## src/rtl/shftreg_pkg.sv

```systemverilog
// Shared definitions for the universal shift register family.
//   mode_e  : shift/rotate mode encodings driven on MODE
//   state_e : burst engine FSM states
package shftreg_pkg;

  typedef enum logic [1:0] {
    MODE_SR = 2'b00,  // logical shift right, InS enters at MSB
    MODE_SL = 2'b01,  // logical shift left, InS enters at LSB
    MODE_RR = 2'b10,  // rotate right
    MODE_RL = 2'b11   // rotate left
  } mode_e;

  typedef enum logic {
    ST_IDLE = 1'b0,
    ST_RUN  = 1'b1
  } state_e;

endpackage

```

## src/rtl/shftreg_step.sv

```systemverilog
// Combinational one-step next-value logic for the universal shift register.
// Shared by the single-step (SHFT) and burst paths.
// Ports:
//   mode_i  shift/rotate mode
//   d_i     current register contents
//   ins_i   serial input for logical shifts
//   d_o     register contents after one step
//   out_o   bit shifted or rotated out by this step
module shftreg_step
  import shftreg_pkg::*;
#(
  parameter int unsigned WIDTH = 8
) (
  input  mode_e            mode_i,
  input  logic [WIDTH-1:0] d_i,
  input  logic             ins_i,
  output logic [WIDTH-1:0] d_o,
  output logic             out_o
);

  always_comb begin
    d_o   = d_i;
    out_o = 1'b0;
    unique case (mode_i)
      MODE_SR: begin
        d_o   = {ins_i, d_i[WIDTH-1:1]};
        out_o = d_i[0];
      end
      MODE_SL: begin
        d_o   = {d_i[WIDTH-2:0], ins_i};
        out_o = d_i[WIDTH-1];
      end
      MODE_RR: begin
        d_o   = {d_i[0], d_i[WIDTH-1:1]};
        out_o = d_i[0];
      end
      MODE_RL: begin
        d_o   = {d_i[WIDTH-2:0], d_i[WIDTH-1]};
        out_o = d_i[WIDTH-1];
      end
      default: begin
        d_o   = d_i;
        out_o = 1'b0;
      end
    endcase
  end

endmodule

```

## src/rtl/shftreg_univ.sv

```systemverilog
// Universal shift register: parallel load, synchronous clear, single-step
// shift/rotate, and a burst engine performing NSHIFT steps per START.
// All state updates on the falling edge of CLK; RST is asynchronous.
// Ports:
//   CLK    clock (falling-edge active)     RST    async reset, active high
//   CLR    sync clear                      LD     parallel load of InP
//   InP    parallel data                   InS    serial input
//   MODE   00 SR, 01 SL, 10 RR, 11 RL      SHFT   single step in IDLE
//   START  begin burst                     NSHIFT burst length
//   D      register contents               SOUT   last bit shifted out
//   BUSY   burst in progress               DONE   one-cycle completion pulse
module shftreg_univ
  import shftreg_pkg::*;
#(
  parameter int unsigned WIDTH = 8,
  parameter int unsigned CNTW  = 4
) (
  input  logic             CLK,
  input  logic             RST,
  input  logic             CLR,
  input  logic             LD,
  input  logic [WIDTH-1:0] InP,
  input  logic             InS,
  input  logic [1:0]       MODE,
  input  logic             SHFT,
  input  logic             START,
  input  logic [CNTW-1:0]  NSHIFT,
  output logic [WIDTH-1:0] D,
  output logic             SOUT,
  output logic             BUSY,
  output logic             DONE
);

  state_e            state_q;
  mode_e             mode_q;
  logic [CNTW-1:0]   cnt_q;
  logic [WIDTH-1:0]  d_q;
  logic              sout_q;
  logic              busy_q;
  logic              done_q;

  mode_e             step_mode;
  logic [WIDTH-1:0]  step_d;
  logic              step_sout;

  // During a burst the latched mode drives the step; otherwise live MODE.
  assign step_mode = (state_q == ST_RUN) ? mode_q : mode_e'(MODE);

  shftreg_step #(
    .WIDTH(WIDTH)
  ) u_step (
    .mode_i (step_mode),
    .d_i    (d_q),
    .ins_i  (InS),
    .d_o    (step_d),
    .out_o  (step_sout)
  );

  always_ff @(negedge CLK or posedge RST) begin
    if (RST) begin
      state_q <= ST_IDLE;
      mode_q  <= MODE_SR;
      cnt_q   <= '0;
      d_q     <= '0;
      sout_q  <= 1'b0;
      busy_q  <= 1'b0;
      done_q  <= 1'b0;
    end else begin
      done_q <= 1'b0;
      if (CLR) begin
        state_q <= ST_IDLE;
        d_q     <= '0;
        sout_q  <= 1'b0;
        busy_q  <= 1'b0;
      end else if (LD) begin
        state_q <= ST_IDLE;
        d_q     <= InP;
        busy_q  <= 1'b0;
      end else if (state_q == ST_RUN) begin
        d_q    <= step_d;
        sout_q <= step_sout;
        cnt_q  <= cnt_q - CNTW'(1);
        if (cnt_q == CNTW'(1)) begin
          state_q <= ST_IDLE;
          busy_q  <= 1'b0;
          done_q  <= 1'b1;
        end
      end else if (START) begin
        // Zero-length burst completes immediately without entering RUN.
        if (NSHIFT != '0) begin
          state_q <= ST_RUN;
          mode_q  <= mode_e'(MODE);
          cnt_q   <= NSHIFT;
          busy_q  <= 1'b1;
        end else begin
          done_q <= 1'b1;
        end
      end else if (SHFT) begin
        d_q    <= step_d;
        sout_q <= step_sout;
      end
    end
  end

  assign D    = d_q;
  assign SOUT = sout_q;
  assign BUSY = busy_q;
  assign DONE = done_q;

endmodule

```

## config.mk

```make
export PLATFORM = sky130hd
export DESIGN_NAME = shftreg_univ
export DESIGN_NICKNAME = d
export VERILOG_FILES = /design/src/rtl/shftreg_pkg.sv /design/src/rtl/shftreg_step.sv /design/src/rtl/shftreg_univ.sv
export SDC_FILE = /design/constraint.sdc
export NUM_CORES = 1
export LEC_CHECK = 0
export CORE_ASPECT_RATIO = 1.5
export CORE_MARGIN = 8
export CORE_UTILIZATION = 41
export CTS_BUF_LIST = sky130_fd_sc_hd__clkbuf_16
export DETAILED_ROUTE_END_ITERATION = 6
export HOLD_SLACK_MARGIN = 0.12
export MAX_ROUTING_LAYER = met4
export PLACE_DENSITY = 0.7
export SYNTH_ARGS = -nofsm -noshare
export SYNTH_HDL_FRONTEND = slang
export SYNTH_HIERARCHICAL = 1
export SYNTH_SLANG_ARGS = --single-unit
```

## constraint.sdc

```tcl
create_clock -name CLK -period 4.3 [get_ports CLK]
set_input_delay 1.075 -clock CLK [delete_from_list [all_inputs] [get_ports CLK]]
set_output_delay 1.075 -clock CLK [all_outputs]
set_load 0.01 [all_outputs]
```

==> out/metrics.csv, run 1 <==
stage;metric;value;unit
global_routing;first-pass GRT wire length;5440;um
floorplanning;Die Y-Extent;79.9;um
sta;max-slew violation count;0;
cts;Root Driver;clkbuf_16;
synthesis;dominant cell type by area after synthesis;dfrtn_1;
route;DR vias/cell;5.39;
global_routing;initial antenna violation count;0;
critical_path;reg2reg path depth;4;
floorplanning;io pins;32;
cts;CTS Sinks;18;
synthesis;Yosys top cell area share;40.4;%
finish;# nets final;194;
floorplanning;DIE AREA;0.00468;mm^2
sta;Final Setup Violations;0;
placement;DP HPWL;2430;um
global_routing;vias in the first global route;1192;
finish;Layout area overhead;54.6;%
finish;filler cell count;247;
critical_path;type of the worst setup path;in2reg;
synthesis;mux contribution to synthesized area;15.9;%
floorplanning;# rows;23;
synthesis;register area share after synthesis;40.4;%
critical_path;Worst EP arrival;2.18;ns
worst_hold_path;worst hold stages;1;
route;Antenna Violating Nets Remaining;0;
placement;port buffer count;31;
cts;clk_lat worst skew;0.28;ns
sta;Final Hold Fails;0;
worst_hold_path;hold_sp;mode_q[1];
route;1st-iter DRT viols;28;
synthesis;xor and xnor area share after synthesis;0;%
finish;layout cells sized above 1;28.2;%
power;P per Cell Area;324;mW/mm^2
critical_path;FF-to-FF Start;state_q;
power;VDD IR max;260;uV
cts;Num CTS Buffers;3;
power;Pleak;0.000807;uW
global_routing;total grt overflow;0;
critical_path;worst-path fanout max;3;
synthesis;Synth Register Bits;18;
placement;Final GP Congestion;0.917;
power;total power;559;uW
route;WL final;3350;um
synthesis;post-synthesis cell type count;32;
critical_path;flop2flop setup slack;2.46;ns
critical_path;CP startpoint kind;primary input;
synthesis;yosys warns;6;
synthesis;Net Count, Synth;144;
synthesis;Cell Area, Synth;0.00112;mm^2
sta;RSZ-0062 raised after global routing;false;
synthesis;Synth area leaders;dfrtn_1, mux2_4, a311oi_1, nand2_1, mux2_2;
synthesis;largest family of logic cells by synthesized area;simple AND/OR/NAND/NOR gates;
sta;relative slew slack;62.2;%
synthesis;Adder-Cell Fraction of Synth Area;2.24;%
finish;commonest cells after routing, fill and taps aside;dfrtn_1, nand2_1, buf_4;
sta;Final Skew;0.00155;ns
route;DR vias;1116;
critical_path;CP endpoint kind;register;
global_routing;largest net degree at the start of global routing;19;
floorplanning;initial core utilization;42.2;%
route;WL/cell;16.2;um
cts;CTS tree;built;
floorplanning;Core Footprint;0.00265;mm^2
sta;Fin Hold WS;0.465;ns
route;1st-pass router iterations;4;
flow_run;number of max-cap violations;0;
worst_hold_path;Hold WC Path Type;reg2reg;
finish;n_diodes;0;
cts;H-tree levels;1;
route;DRC viols;0;
worst_hold_path;hold endpoint;mode_q[1];
run_status;status;finished clean;
floorplanning;die width;58.6;um
cts;Worst-path clk slew;0.04;ns
global_routing;total track usage;14.8;%
cts;CTS Buffer Depth;2;
critical_path;Reg-to-Reg End;D[4];
synthesis;syn avg cell area;9.22;um^2
synthesis;area share of and/or/nand/nor cells after synthesis;18.8;%
sta;Worst-Margin Slew;0.567;ns
synthesis;Cells after Synth;121;
critical_path;CP required;2.24;ns
synthesis;Compound-Gate Fraction of Synth Area;17.4;%
cts;Post-CTS Hold Fix Bufs;0;
## timing repair
| action | in CTS | in global routing |
|---|---|---|
| gates cloned | 1 | 0 |
| endpoints found under the setup margin | 28 | 3 |
| buffers inserted | 1 | 0 |
| gates resized for setup | 31 | 7 |
| pin swaps | 4 | 2 |
## layer usage
layer  track usage, %  wire, um  up-vias
met2             26.9      1800       33
met3             3.39       152        4
li1                 -         -      534
met1             15.4      1370      545
met5                -         0        -
met4             4.09        22        0
## flip-flops by register name, summed over array words and instances (netlist names)
signal	cells
D	8
SOUT	1
BUSY	1
DONE	1
cnt_q	4
mode_q	2
state_q	1
## layout make-up
cell class	count	area [um^2]	area share, %
Multi-Input combinational cell	91	682	39.5
Sequential cell	18	450	26.1
Timing Repair Buffer	50	442	25.6
Clock buffer	3	75.1	4.35
Tap cell	37	46.3	2.68
Inverter	7	26.3	1.52
Clock inverter	1	3.75	0.218
## stage by stage
stage	util, %	worst slack (ns)	area (um^2)	cells	setup TNS, ns
5_1_grt	65.2	0.0102	1730	207	0
3_3_place_gp	60.1	-0.470	1590	201	-6.37
2_1_floorplan	-	0.00597	1120	121	0
3_5_place_dp	60.1	-0.513	1590	201	-6.70
6_report	65.2	0.0600	1730	207	0
4_1_cts	64.8	0.0154	1720	207	0
## cells by family after synthesis
logic type                 Yosys count
and+or+nand+nor                     45
AOI/OAI and AO/OA                   29
DFF                                 18
muxes                               14
buffers and inverters               13
adders and majority gates            2
## cells in the mapped netlist
cell	count
dfrtn_1	18
nand2_1	18
nor2_1	13
a311oi_1	8
o21ai_0	8
a21oi_1	6
inv_1	6
mux2_4	6
mux2_2	5
clkbuf_1	3
nand3_1	3
nor3_1	3
a31oi_1	2
buf_2	2
ha_1	2
mux2i_1	2
a21o_1	1
a21oi_2	1
buf_6	1
clkinv_1	1
mux2_1	1
nand2b_1	1
nor2b_1	1
nor3_2	1
nor3b_1	1
nor4_1	1
nor4b_2	1
o22ai_1	1
o31ai_1	1
o41a_1	1
or2_1	1
or3_1	1
## worst max-delay path, stage by stage
cell             delay [ns]
clkdlybuf4s15_1        0.22
buf_4                  0.16
or3_4                  0.32
mux2_4                 0.27
o22ai_2                0.09
a21oi_1                0.06
## worst max-delay path by stage
stage	from	endpoint	slack, ns	cells past startpoint
finish	NSHIFT[3]	cnt_q[3]	0.06	6
global route	SHFT	D[6]	0.01	4
CTS	NSHIFT[0]	cnt_q[3]	0.02	5
detailed placement	NSHIFT[3]	cnt_q[3]	-0.51	5
global placement	NSHIFT[3]	cnt_q[3]	-0.47	5
floorplan	NSHIFT[3]	cnt_q[3]	0.006	4
## power by group
part	switching (uW)	internal, uW
sequential	21.5	193
combinational	72.8	84.9
clock	63.1	124
total	157	402
Power figures use the tool's default switching activity.
==> inputs of run 2 (changes only) <==
--- a/config.mk
+++ b/config.mk
@@ -6,7 +6,7 @@
 export NUM_CORES = 1
 export LEC_CHECK = 0
 export CORE_ASPECT_RATIO = 1.5
-export CORE_MARGIN = 8
+export CORE_MARGIN = 2
 export CORE_UTILIZATION = 41
 export CTS_BUF_LIST = sky130_fd_sc_hd__clkbuf_16
 export DETAILED_ROUTE_END_ITERATION = 6
==> run 2 against run 1 <==
- die area decreased by 32%
- wire length down 8.3%
- power down 0.62%
- critical endpoint unchanged
==> out/metrics.csv, run 2 (synthesized netlist as in run 1, its figures left out) <==
stage;metric;value;unit;change
floorplanning;Die Y-Extent;67.9;um;-15%
global_routing;total grt overflow;0;;unchanged
route;DR vias;1120;;+0.36%
critical_path;reg2reg path depth;4;;unchanged
finish;Layout area overhead;51.7;%;
placement;Final GP Congestion;0.896;;-2.2%
route;1st-pass router iterations;4;;unchanged
critical_path;FF-to-FF Start;state_q;;
flow_run;number of max-cap violations;0;;unchanged
sta;relative slew slack;64.1;%;+1.9 points
critical_path;flop2flop setup slack;2.50;ns;+0.04 ns
global_routing;total track usage;21.7;%;+6.8 points
floorplanning;die width;46.6;um;-20%
worst_hold_path;hold endpoint;mode_q[1];;
worst_hold_path;Hold WC Path Type;reg2reg;;
cts;Worst-path clk slew;0.04;ns;about the same
global_routing;busiest grt layer;met2;;
critical_path;CP startpoint kind;primary input;;
power;P per Cell Area;328;mW/mm^2;+1.3%
sta;Final Skew;0.00412;ns;+0.00257 ns
global_routing;largest net degree at the start of global routing;19;;unchanged
finish;commonest cells after routing, fill and taps aside;dfrtn_1, nand2_1, buf_4;;
critical_path;type of the worst setup path;in2reg;;
finish;footprint of the multi-input gates;651;um^2;-4.6%
cts;Root Driver;clkbuf_16;;
critical_path;CP required;2.24;ns;about the same
critical_path;worst-path fanout max;3;;unchanged
floorplanning;DIE AREA;0.00316;mm^2;-32%
route;DRC viols;0;;unchanged
finish;Storage cell area;450;um^2;unchanged
floorplanning;io pins;32;;unchanged
route;WL final;3070;um;-8.3%
finish;n_diodes;0;;unchanged
cts;H-tree levels;1;;unchanged
finish;Largest register FFs;8;;unchanged
global_routing;met2 usage;35.2;%;+8.3 points
sta;setup TNS;0;ns;unchanged
floorplanning;initial core utilization;42.6;%;+0.46 points
route;WL/cell;14.9;um;-7.9%
route;1st-iter DRT viols;33;;+18%
global_routing;met3 usage in global routing;3.69;%;+0.31 points
critical_path;CP endpoint kind;register;;
worst_hold_path;worst hold stages;1;;unchanged
global_routing;first-pass GRT wire length;4730;um;-13%
placement;DP HPWL;2200;um;-9.6%
sta;max-slew violation count;0;;unchanged
sta;RSZ-0062 raised after global routing;true;;
critical_path;Worst EP arrival;2.22;ns;+0.04 ns
power;Pleak;0.000795;uW;-1.5%
cts;Post-CTS Hold Fix Bufs;0;;unchanged
sta;Final Setup Violations;0;;unchanged
cts;CTS Buffer Depth;2;;unchanged
cts;post-CTS setup buffers;0;;-1
cts;CTS Sinks;18;;unchanged
placement;port buffer count;31;;unchanged
route;Antenna Violating Nets Remaining;0;;unchanged
run_status;status;finished clean;;
placement;Cell Area, Placed;0.00159;mm^2;unchanged
global_routing;vias in the first global route;1066;;-11%
floorplanning;Core Footprint;0.00262;mm^2;-1.1%
cts;Num CTS Buffers;3;;unchanged
critical_path;Reg-to-Reg End;D[2];;
global_routing;initial antenna violation count;0;;unchanged
finish;cell area after layout;0.00169;mm^2;-1.9%
global_routing;met1 global-route usage;23.9;%;+8.5 points
finish;layout cells sized above 1;24.3;%;-4.0 points
floorplanning;# rows;23;;unchanged
finish;filler cell count;212;;-14%
sta;Final Hold Fails;0;;unchanged
worst_hold_path;hold_sp;mode_q[1];;
cts;clk_lat worst skew;0.28;ns;about the same
power;VDD IR max;167;uV;-36%
route;DR vias/cell;5.44;;+0.85%
sta;Worst-Margin Slew;0.538;ns;-0.0290 ns
cts;CTS tree;built;;
finish;# nets final;193;;-0.52%
-- run 2: cell count changes in the layout (fill, tap and decap cells not counted), sizes merged --
cell,before,now
clkbuf,5,3
clkdlybuf4s15,1,3
buf,19,18
-- run 2: metal layers --
layer	share of wire, %	up-vias
met4	2.9	0
met1	38	532
li1	-	533
met5	0	-
met3	4.4	10
met2	55	45
-- run 2: how the worst max path moves through the flow --
stage,start,to
after floorplan,NSHIFT[3],cnt_q[3]
after global placement,NSHIFT[3],cnt_q[3]
after detailed placement,NSHIFT[3],cnt_q[3]
after CTS,NSHIFT[1],cnt_q[3]
after global routing,NSHIFT[2],cnt_q[3]
final,NSHIFT[3],cnt_q[3]
-- run 2: through the flow --
| stage | util (%) | instances | power, uW | setup WS, ns | hold WS [ns] |
|---|---|---|---|---|---|
| finish | 64.6 | 206 | 556 | 0.0255 | 0.475 |
| global route | 64.6 | 206 | 583 | -0.00429 | 0.495 |
| CTS | 64.2 | 206 | 556 | 0.00955 | 0.459 |
| detailed placement | 60.8 | 201 | 368 | -0.507 | 0.452 |
| global placement | 60.8 | 201 | 362 | -0.470 | 0.445 |
| floorplan | - | 121 | 297 | 0.00597 | 0.434 |
-- run 2: power by group --
part	switching [uW]	total, uW	internal, uW	leakage [uW]
Combinational	70.3	154	83.7	0.000524
Sequential	21.7	215	193	0.000232
Clock	63.1	187	124	0.0000385
-- run 2: cell type report --
| cell class | instances | area share (%) |
|---|---|---|
| Clock buffer | 3 | 4.43 |
| Clock inverter | 1 | 0.222 |
| Inverter | 7 | 1.55 |
| Multi-Input combinational cell | 91 | 38.4 |
| Sequential cell | 18 | 26.6 |
| Tap cell | 37 | 2.73 |
| Timing Repair Buffer | 49 | 26.0 |
-- run 2: repair_timing --
| action | CTS | global route |
|---|---|---|
| gates cloned | 1 | 0 |
| gates resized for setup | 25 | 6 |
| pin swaps | 2 | 3 |
| setup endpoints to repair | 27 | 4 |
-- run 2: worst max-delay path: stages --
cell and delay [ns]:
clkdlybuf4s15_1 0.21, buf_4 0.15, or3_1 0.37, mux2_4 0.27
o22ai_2 0.09, a21oi_1 0.06
